[src/rtl/ysyx_24080014_pkg.sv]
// Shared definitions for the ysyx_24080014 NPC.
//   - ifu_state_e : instruction-fetch FSM states (2-bit)
//   - AXI_RESP_OKAY : AXI read response value meaning success
//   - DEFAULT_RESET_PC : address of the first fetch after reset
package ysyx_24080014_pkg;

    typedef enum logic [1:0] {
        IFU_IDLE = 2'd0,
        IFU_AR   = 2'd1,
        IFU_R    = 2'd2,
        IFU_OUT  = 2'd3
    } ifu_state_e;

    localparam logic [1:0]  AXI_RESP_OKAY    = 2'b00;
    localparam logic [31:0] DEFAULT_RESET_PC = 32'h8000_0000;

endpackage

[src/rtl/ysyx_24080014_ifu_fetch.sv]
// Instruction-fetch initiator: holds the fetch PC and performs one AXI4-Lite
// read at a time from the instruction SRAM. It hands the word, its PC and a
// fault flag to the IDU. A new fetch starts only after the IDU has consumed
// the previous instruction and the next PC has been delivered.
// Ports:
//   aclk, areset        clock, synchronous active-high reset
//   pc_in/valid/ready   next fetch address from WBU
//   ar*/r*              AXI4-Lite read-address and read-data channels
//   inst*               instruction, PC and fault flag toward the IDU
//   fetch_cnt           completed instruction handshakes (wraps)
module ysyx_24080014_ifu_fetch
    import ysyx_24080014_pkg::*;
#(
    parameter logic [31:0] RESET_PC = DEFAULT_RESET_PC
) (
    input  logic        aclk,
    input  logic        areset,
    input  logic [31:0] pc_in,
    input  logic        pc_valid,
    output logic        pc_ready,
    output logic        arvalid,
    input  logic        arready,
    output logic [31:0] araddr,
    input  logic        rvalid,
    output logic        rready,
    input  logic [31:0] rdata,
    input  logic [1:0]  rresp,
    output logic        inst_valid,
    input  logic        inst_ready,
    output logic [31:0] inst,
    output logic [31:0] inst_pc,
    output logic        inst_fault,
    output logic [31:0] fetch_cnt
);

    ifu_state_e  state_q, state_d;
    logic        pc_ready_q, arvalid_q, rready_q, inst_valid_q;
    logic [31:0] araddr_q, inst_q, inst_pc_q, fetch_cnt_q;
    logic        inst_fault_q;

    always_comb begin
        state_d = state_q;
        unique case (state_q)
            IFU_IDLE: begin
                if (pc_valid) begin
                    if (pc_in[1:0] == 2'b00) state_d = IFU_AR;
                    else                     state_d = IFU_OUT;
                end
            end
            IFU_AR:  if (arready)    state_d = IFU_R;
            IFU_R:   if (rvalid)     state_d = IFU_OUT;
            IFU_OUT: if (inst_ready) state_d = IFU_IDLE;
            default: state_d = IFU_AR;
        endcase
    end

    // Handshake flags are registered one-hot copies of the next state, so
    // they never depend combinationally on a handshake input.
    always_ff @(posedge aclk) begin
        if (areset) begin
            state_q      <= IFU_AR;
            pc_ready_q   <= 1'b0;
            arvalid_q    <= 1'b1;
            rready_q     <= 1'b0;
            inst_valid_q <= 1'b0;
            araddr_q     <= RESET_PC;
            inst_pc_q    <= RESET_PC;
            inst_q       <= '0;
            inst_fault_q <= 1'b0;
            fetch_cnt_q  <= '0;
        end else begin
            state_q      <= state_d;
            pc_ready_q   <= (state_d == IFU_IDLE);
            arvalid_q    <= (state_d == IFU_AR);
            rready_q     <= (state_d == IFU_R);
            inst_valid_q <= (state_d == IFU_OUT);
            unique case (state_q)
                IFU_IDLE: begin
                    if (pc_valid) begin
                        araddr_q <= pc_in;
                        // Misaligned PC: skip the bus and report a fault.
                        if (pc_in[1:0] != 2'b00) begin
                            inst_q       <= '0;
                            inst_fault_q <= 1'b1;
                            inst_pc_q    <= pc_in;
                        end
                    end
                end
                IFU_R: begin
                    if (rvalid) begin
                        inst_q       <= rdata;
                        inst_pc_q    <= araddr_q;
                        inst_fault_q <= (rresp != AXI_RESP_OKAY);
                    end
                end
                IFU_OUT: begin
                    if (inst_ready) fetch_cnt_q <= fetch_cnt_q + 32'd1;
                end
                default: ;
            endcase
        end
    end

    // The state register already sits in AR during reset so the first fetch
    // issues on the first cycle after release; the request is held off while
    // reset is still asserted.
    assign arvalid    = arvalid_q & ~areset;
    assign pc_ready   = pc_ready_q;
    assign rready     = rready_q;
    assign inst_valid = inst_valid_q;
    assign araddr     = araddr_q;
    assign inst       = inst_q;
    assign inst_pc    = inst_pc_q;
    assign inst_fault = inst_fault_q;
    assign fetch_cnt  = fetch_cnt_q;

endmodule

[config.mk]
export PLATFORM = sky130hd
export DESIGN_NAME = ysyx_24080014_ifu_fetch
export DESIGN_NICKNAME = d
export VERILOG_FILES = /design/src/rtl/ysyx_24080014_pkg.sv /design/src/rtl/ysyx_24080014_ifu_fetch.sv
export SDC_FILE = /design/constraint.sdc
export NUM_CORES = 1
export LEC_CHECK = 0
export BUFFER_PORTS_ARGS = -buffer_cell sky130_fd_sc_hd__buf_2
export CAP_MARGIN = 20
export CORE_ASPECT_RATIO = 0.5
export CORE_UTILIZATION = 40
export CTS_CLUSTER_DIAMETER = 30
export DETAILED_ROUTE_END_ITERATION = 7
export HOLD_SLACK_MARGIN = 0.06
export PLACE_DENSITY = 0.67
export SLEW_MARGIN = 10
export SYNTH_ARGS = -nofsm -noshare
export SYNTH_HDL_FRONTEND = slang
export SYNTH_SLANG_ARGS = --single-unit
[constraint.sdc]
create_clock -name aclk -period 4.99 [get_ports aclk]
set_input_delay 0.998 -clock aclk [delete_from_list [all_inputs] [get_ports aclk]]
set_output_delay 0.998 -clock aclk [all_outputs]
set_load 0.1 [all_outputs]
==> results.rst, run 1 <==
.. list-table::
   :header-rows: 1

   * - Metric
     - Value
   * - Core region area
     - 13900 µm²
   * - Number of levels in the clock H-tree
     - 4
   * - Unrepaired setup endpoints after global routing
     - false
   * - Number of failing hold endpoints at the final stage
     - 0
   * - Kind of launch point of the worst setup path
     - input pin
   * - Via count of the first global-routing pass
     - 4808
   * - Final Core Density
     - 54.0%
   * - Signed area change from the synthesized netlist to the final layout
     - 29.3%
   * - Result of the run
     - finished, final reports clean
   * - Peak supply drop
     - 0.000238 V
   * - Die Outline Area
     - 15000 µm²
   * - Final clock skew
     - 0.0123 ns
   * - DRC violation count after routing
     - 0
   * - Postcts setup bufs
     - 0
   * - IO Pins
     - 205
   * - Number of antenna violations at the first check in global routing
     - 0
   * - Cell leakage power
     - 3.23 nW
   * - Total negative slack for setup checks
     - 0 ns
   * - Number of synthesized flops with an enable pin
     - 0
   * - Proportion of register bits with asynchronous set or reset after synthesis
     - 0%
   * - Filler cells
     - 1331
   * - Number of max-slew violations in the final report
     - 0
   * - Ranking of synthesized cells by instance count
     - 135 x sky130_fd_sc_hd__dfxtp_1, 115 x sky130_fd_sc_hd__a21oi_1, 76 x sky130_fd_sc_hd__o21ai_0
   * - Area occupied by registers
     - 2710 µm²
   * - Worst skew pair latency
     - 0.40 ns
   * - Post-synthesis sequential area ratio
     - 46.7%
   * - Worst relative slew slack
     - 44.6%
   * - Clock Root Buffer
     - sky130_fd_sc_hd__clkbuf_16
   * - Maximum fanout along the worst path
     - 59
   * - Number of rows created at floorplan
     - 30
   * - Crit share post-route
     - 58.4%
   * - Share of final-layout standard cells stronger than drive strength 1
     - 29.5%
   * - Class of the most critical setup path
     - input pin to output port
   * - Number of vias in the routed layout
     - 5571
   * - Post-DP HPWL
     - 9.95 mm
   * - Antenna-violating nets left
     - 0
   * - Cell types with the largest area share after synthesis
     - sky130_fd_sc_hd__dfxtp_1 47%, sky130_fd_sc_hd__a21oi_1 9.9%, sky130_fd_sc_hd__o21ai_0 6.6%
   * - Total Power
     - 0.00292 W
   * - Power per Cell Area
     - 390 nW/µm²
   * - Total global routing track utilization
     - 20.3%
   * - Initial cell density of the core
     - 41.8%
   * - Post-synth design cell area
     - 5790 µm²
   * - Least-Margin Pin Slew
     - 0.831 ns
   * - Final Net Count
     - 915
   * - Number of distinct library cell variants in the gate-level netlist after synthesis
     - 37
   * - ANT cells
     - 0
   * - Total detailed-routing wirelength
     - 15.8 mm
   * - Count of mapped cells out of synthesis
     - 679
   * - Slowest Stage Delay on Critical Path
     - 0.49 ns
   * - Flop and latch count out of synthesis
     - 135
   * - Wirelength per Cell
     - 15.1 µm
   * - Net count after synthesis
     - 752
   * - Buffers added on ports
     - 204
   * - Multi-input gate area
     - 2790 µm²
   * - Wire length of the first global-routing pass
     - 24.3 mm
   * - Post-route cell area
     - 7490 µm²
   * - Sequence of cells on the critical path
     - buf_4, nor2b_1, buf_2
   * - Number of clock sinks
     - 135
   * - Hold buffer count at CTS
     - 0
   * - Clock slew at the register clock pins of the worst setup and hold paths
     - 0.06 ns
   * - PostCTS Resize Cnt
     - 0
   * - First-pass detailed-route iteration total
     - 5
   * - Fraction of synthesized cell area taken by the top area cell type
     - 46.7%
   * - Required time of the critical path
     - 3.99 ns
   * - Peak Freq
     - 0.343 GHz
   * - Total congestion overflow
     - 0
   * - Hold WC Path Type
     - register to register
   * - Cell area after placement
     - 6830 µm²
   * - Primary FF master, synth
     - sky130_fd_sc_hd__dfxtp_1
   * - Arrival time at the worst endpoint
     - 1.92 ns
   * - Maximum number of pins on one net before global-route repair
     - 139
   * - Vias per cell
     - 5.32
   * - Maximum number of buffers from clock root to sink
     - 2
   * - MaxCap Viol Count
     - 0
   * - Horiz. Die Dim
     - 172 µm
   * - CTS tree
     - built
   * - Synth Warn #
     - 0
   * - Min cycle time layout
     - 2.91 ns
   * - Number of setup violations in the final report
     - 0
   * - Count leader, synth
     - sky130_fd_sc_hd__dfxtp_1
   * - Weighted congestion at the end of routability-driven global placement
     - 0.762
   * - Kind of end point of the critical path
     - output port
   * - Slowest cell on crit path
     - sky130_fd_sc_hd__buf_4
   * - TritonCTS Buffers
     - 17
   * - Synthesized area divided by synthesized cell count
     - 8.53 µm²
   * - Die Span Y
     - 87.1 µm
   * - Count of routing violations after the opening detailed-route iteration
     - 283
   * - Largest area contributor in the synthesized netlist
     - sky130_fd_sc_hd__dfxtp_1
==> flip-flops by register name, indices dropped and copies added (netlist names) <==
name / cells
inst: 32
inst_fault: 1
inst_pc: 32
rready: 1
state_q: 2
inst_valid: 1
pc_ready: 1
arvalid_q: 1
araddr: 32
fetch_cnt: 32
==> worst paths after layout <==
kind	start	end	slack, ns	depth (start not counted)
min reg2reg	araddr[6]	araddr[6]	0.47	2
max reg2reg	state_q[0]	fetch_cnt[20]	2.39	5
min	araddr[6]	araddr[6]	0.47	2
max	areset	arvalid	2.08	3
==> layout by cell type, fill, tap and decap left out, types with 2 or more instances in the layout <==
master                       count
sky130_fd_sc_hd__a21oi_1       115
sky130_fd_sc_hd__and3_1          2
sky130_fd_sc_hd__and4_1          3
sky130_fd_sc_hd__buf_16          2
sky130_fd_sc_hd__buf_2         203
sky130_fd_sc_hd__buf_4           6
sky130_fd_sc_hd__bufinv_16       3
sky130_fd_sc_hd__clkbuf_1        2
sky130_fd_sc_hd__clkbuf_16      17
sky130_fd_sc_hd__clkinvlp_4      5
sky130_fd_sc_hd__dfxtp_1       134
sky130_fd_sc_hd__inv_1           7
sky130_fd_sc_hd__inv_6           4
sky130_fd_sc_hd__mux2i_1        33
sky130_fd_sc_hd__nand2_1        74
sky130_fd_sc_hd__nand3_1        16
sky130_fd_sc_hd__nand4_1         6
sky130_fd_sc_hd__nand4b_1       32
sky130_fd_sc_hd__nor2_1         15
sky130_fd_sc_hd__nor2b_1         3
sky130_fd_sc_hd__nor3_1          2
sky130_fd_sc_hd__nor4_1          2
sky130_fd_sc_hd__o21ai_0        76
sky130_fd_sc_hd__o31ai_1        12
sky130_fd_sc_hd__or3_1          42
sky130_fd_sc_hd__or4_1          13
sky130_fd_sc_hd__xnor2_1         4
sky130_fd_sc_hd__xor2_1          6
==> critical path: cells and delay by family <==
family,cells,cell delay (ns)
buf+inv,2,0.80
simple gates,1,0.10
==> cells by family after synthesis <==
logic type | after synthesis | synth area share (%)
buf+inv | 74 | 5.23
fa+ha+maj | 1 | 0.216
xor+xnor | 10 | 1.51
flops | 135 | 46.7
mux | 36 | 6.48
compound gates | 205 | 18.3
simple gates | 218 | 21.5
==> power breakdown <==
part	leakage [nW]	internal, W	switching [W]
logic	1.86	0.000104	0.000391
registers	1.09	0.00111	0.0000234
clock network	0.277	0.000794	0.000495
==> through the flow <==
| stage | cells | worst slack (ns) | hold slack [ns] |
|---|---|---|---|
| 2_1_floorplan | 679 | 1.30 | 0.607 |
| 3_3_place_gp | 1013 | 2.05 | 0.452 |
| 3_5_place_dp | 1013 | 2.06 | 0.459 |
| 4_1_cts | 1045 | 2.06 | 0.468 |
| 5_1_grt | 1047 | 2.00 | 0.482 |
| 6_report | 1047 | 2.08 | 0.467 |
==> final cells by class <==
| cell class | count | area share, % |
|---|---|---|
| Clock buffer | 19 | 5.78 |
| Clock inverter | 13 | 2.29 |
| Inverter | 7 | 0.351 |
| Multi-Input combinational cell | 470 | 37.3 |
| Sequential cell | 135 | 36.2 |
| Tap cell | 192 | 3.21 |
| Timing Repair Buffer | 211 | 14.9 |
==> per-layer routing <==
| metal | vias up | global-route usage (%) | wire, µm |
|---|---|---|---|
| met4 | 0 | 8.29 | 356 |
| li1 | 2767 | - | - |
| met5 | - | 0 | 0 |
| met2 | 136 | 32.7 | 7730 |
| met3 | 22 | 4.45 | 642 |
| met1 | 2646 | 26.4 | 7100 |
(Power assumes the default switching activity.)
==> run 2, diff against run 1 <==
ABC_AREA = 1   (was not set)
PLACE_DENSITY = 0.7   (was 0.67)
clock period = 2.6 ns   (was 4.99 ns; I/O delays follow)
==> run 2 against run 1 <==
Net effect:
- total power increased by 100%
- final area down 0.13%
- combinational power rose to 2.8 times the previous value
- sequential share of layout area is essentially flat
- clock power up 73%
- via count up 5.6%
- largest cell class is now flip-flops and latches
- synthesized cell count increased by 15%
- critical path depth is 2 lower
- sequential power increased by 98%
- first-iteration DRC count is 31% higher
==> results.rst, run 2 <==
.. list-table::
   :header-rows: 1

   * - Metric
     - Value
   * - Result of the run
     - finished, final reports clean
   * - Kind of end point of the critical path
     - output port
   * - Core region area
     - 13800 µm²
   * - Met2 Wirelength
     - 8.03 mm
   * - Cell leakage power
     - 3.68 nW
   * - Maximum fanout along the worst path
     - 7
   * - Min cycle time layout
     - 1.87 ns
   * - Number of setup violations in the final report
     - 0
   * - Commonest cells after routing, fill and taps aside
     - 204 x sky130_fd_sc_hd__buf_2, 169 x sky130_fd_sc_hd__nand2_1, 135 x sky130_fd_sc_hd__dfxtp_1, 125 x sky130_fd_sc_hd__nor2_1, 79 x sky130_fd_sc_hd__nand3_1
   * - Endpoint of the worst register-to-register path
     - inst[30]
   * - Total congestion overflow
     - 0
   * - Number of vias in the routed layout
     - 5885
   * - Initial cell density of the core
     - 41.7%
   * - Ranking of synthesized cells by instance count
     - 169 x sky130_fd_sc_hd__nand2_1, 135 x sky130_fd_sc_hd__dfxtp_1, 127 x sky130_fd_sc_hd__nor2_1
   * - Horiz. Die Dim
     - 172 µm
   * - Synth Warn #
     - 0
   * - Final Net Count
     - 1047
   * - Post-synth design cell area
     - 5760 µm²
   * - Buffers added on ports
     - 204
   * - Register share of total power
     - 38.3%
   * - Largest area contributor in the synthesized netlist
     - sky130_fd_sc_hd__dfxtp_1
   * - Number of max-slew violations in the final report
     - 0
   * - Unrepaired setup endpoints after global routing
     - false
   * - Count leader, synth
     - sky130_fd_sc_hd__nand2_1
   * - Number of distinct library cell variants in the gate-level netlist after synthesis
     - 32
   * - First-pass detailed-route iteration total
     - 5
   * - Setup slack on the worst flop-to-flop path
     - 0.84 ns
   * - Number of antenna violations at the first check in global routing
     - 0
   * - Placed cell count
     - 1147
   * - DRC violation count after routing
     - 0
   * - Flop and latch count out of synthesis
     - 135
   * - Worst relative slew slack
     - 53.8%
   * - Met3 wire len
     - 926 µm
   * - Worst-case setup slack after placement
     - 0.688 ns
   * - Worst path buffer plus inverter count
     - 1
   * - Slowest Stage Delay on Critical Path
     - 0.48 ns
   * - Post-DP HPWL
     - 11.3 mm
   * - Most common cell after layout, fill and taps aside
     - sky130_fd_sc_hd__buf_2
   * - Count of routing violations after the opening detailed-route iteration
     - 372
   * - PostCTS Resize Cnt
     - 0
   * - Worst skew pair latency
     - 0.41 ns
   * - IO Pins
     - 205
   * - Crit-path leading delay family
     - buffers and inverters
   * - Arrival time at the worst endpoint
     - 1.35 ns
   * - Count of mapped cells out of synthesis
     - 784
   * - Cell types with the largest area share after synthesis
     - sky130_fd_sc_hd__dfxtp_1 47%, sky130_fd_sc_hd__nand2_1 11%, sky130_fd_sc_hd__nor2_1 8.3%
   * - R2R Path Start
     - state_q[1]
   * - Met1 wire length
     - 7.39 mm
   * - Total negative slack for setup checks
     - 0 ns
   * - Antenna-violating nets left
     - 0
   * - Weighted congestion at the end of routability-driven global placement
     - 0.848
   * - Cell area after placement
     - 6920 µm²
   * - Part of the total power dissipated in combinational logic
     - 23.9%
   * - Final clock skew
     - 0.0136 ns
   * - Total detailed-routing wirelength
     - 16.6 mm
   * - ANT cells
     - 0
   * - Share of final-layout standard cells stronger than drive strength 1
     - 27.5%
   * - Number of clock sinks
     - 135
   * - Critical Path Stages
     - 1
   * - Number of failing hold endpoints at the final stage
     - 0
   * - Final-layout worst hold slack
     - 0.353 ns
   * - Synthesized area divided by synthesized cell count
     - 7.35 µm²
   * - Slowest cell on crit path
     - sky130_fd_sc_hd__buf_2
   * - Total global routing track utilization
     - 22.5%
   * - Uppermost metal layer occupied by signal nets
     - met4
   * - Peak supply drop
     - 0.000471 V
   * - Vias per cell
     - 4.99
   * - Via count of the first global-routing pass
     - 5415
   * - Peak Freq
     - 0.536 GHz
   * - MaxCap Viol Count
     - 0
   * - Required time of the critical path
     - 2.08 ns
   * - Die Outline Area
     - 14900 µm²
   * - Switching component of the power
     - 0.00219 W
   * - Number of rows created at floorplan
     - 30
   * - Wire length of the first global-routing pass
     - 26.6 mm
   * - Clock slew at the register clock pins of the worst setup and hold paths
     - 0.06 ns
   * - Net count after synthesis
     - 857
   * - Clock Root Buffer
     - sky130_fd_sc_hd__clkbuf_16
   * - Die Span Y
     - 86.8 µm
   * - Maximum number of buffers from clock root to sink
     - 2
   * - Number of standard cells in the final layout excluding fillers
     - 1179
   * - Hold WC Path Type
     - input pin to register
   * - Postcts setup bufs
     - 0
   * - Switch share
     - 37.2%
   * - Sequence of cells on the critical path
     - buf_2
   * - Post-synthesis sequential area ratio
     - 46.9%
   * - Primary FF master, synth
     - sky130_fd_sc_hd__dfxtp_1
   * - Maximum number of pins on one net before global-route repair
     - 56
   * - Post-route cell area
     - 7480 µm²
   * - Power per Cell Area
     - 790 nW/µm²
   * - Signed area change from the synthesized netlist to the final layout
     - 29.8%
   * - Internal Dissipation
     - 0.00371 W
   * - Clock group share of total power
     - 37.8%
   * - Number of synthesized flops with an enable pin
     - 0
   * - Final setup slack of the worst path
     - 0.734 ns
   * - Class of the most critical setup path
     - register to output port
   * - TritonCTS Buffers
     - 17
   * - Destination of the critical timing path
     - fetch_cnt[3]
   * - Least-Margin Pin Slew
     - 0.693 ns
   * - Worst-case reg-to-reg path depth
     - 8
   * - CTS tree
     - built
   * - Hold buffer count at CTS
     - 0
   * - Number of levels in the clock H-tree
     - 4
   * - Crit share post-route
     - 71.8%
   * - Kind of launch point of the worst setup path
     - register
   * - Proportion of register bits with asynchronous set or reset after synthesis
     - 0%
   * - Wirelength per Cell
     - 14.1 µm
   * - Fraction of synthesized cell area taken by the top area cell type
     - 46.9%
   * - Start point of the critical path
     - fetch_cnt[3]
## run 2: power by group through the flow
stage,combinational (W),clock [W],sequential (W)
finish,0.00141,0.00223,0.00226
global route,0.00148,0.00237,0.00227
CTS,0.00141,0.00227,0.00226
detailed placement,0.00141,0,0.00230
global placement,0.00140,0,0.00230
floorplan,0.000336,0,0.00311
## run 2: cell families after synthesis
group | Yosys count | share of synthesized area [%]
simple gates | 410 | 30.3
compound gates | 135 | 14.6
flops | 135 | 46.9
buf+inv | 98 | 7.23
xor+xnor | 5 | 0.760
fa+ha+maj | 1 | 0.217
## run 2: how the worst min path moves through the flow
stage	start	endpoint	slack, ns	cells past startpoint
floorplan	pc_in[31]	araddr[31]	0.65	2
global placement	inst[16]	inst[16]	0.45	2
detailed placement	araddr[30]	araddr[30]	0.45	2
CTS	pc_in[9]	araddr[9]	0.34	3
global route	pc_in[10]	araddr[10]	0.35	3
finish	pc_in[31]	araddr[31]	0.35	3
## run 2: per-layer routing
metal  global-route usage, %  vias up
met1                    28.4     2749
met5                       0        -
li1                        -     2942
met4                    8.36        0
met2                    37.8      173
met3                    4.93       21
## run 2: area by class of cell
class	count	area (µm²)
Fill cell	1423	6340
Sequential cell	135	2700
Multi-Input combinational cell	551	2650
Timing Repair Buffer	216	1140
Clock buffer	19	453
Tap cell	192	240
Inverter	53	199
Clock inverter	13	100
## run 2: stage by stage
step | utilization, % | total power [W]
2_1_floorplan | - | 0.00344
3_3_place_gp | 50.1 | 0.00370
3_5_place_dp | 50.1 | 0.00372
4_1_cts | 54.1 | 0.00595
5_1_grt | 54.1 | 0.00612
6_report | 54.1 | 0.00590
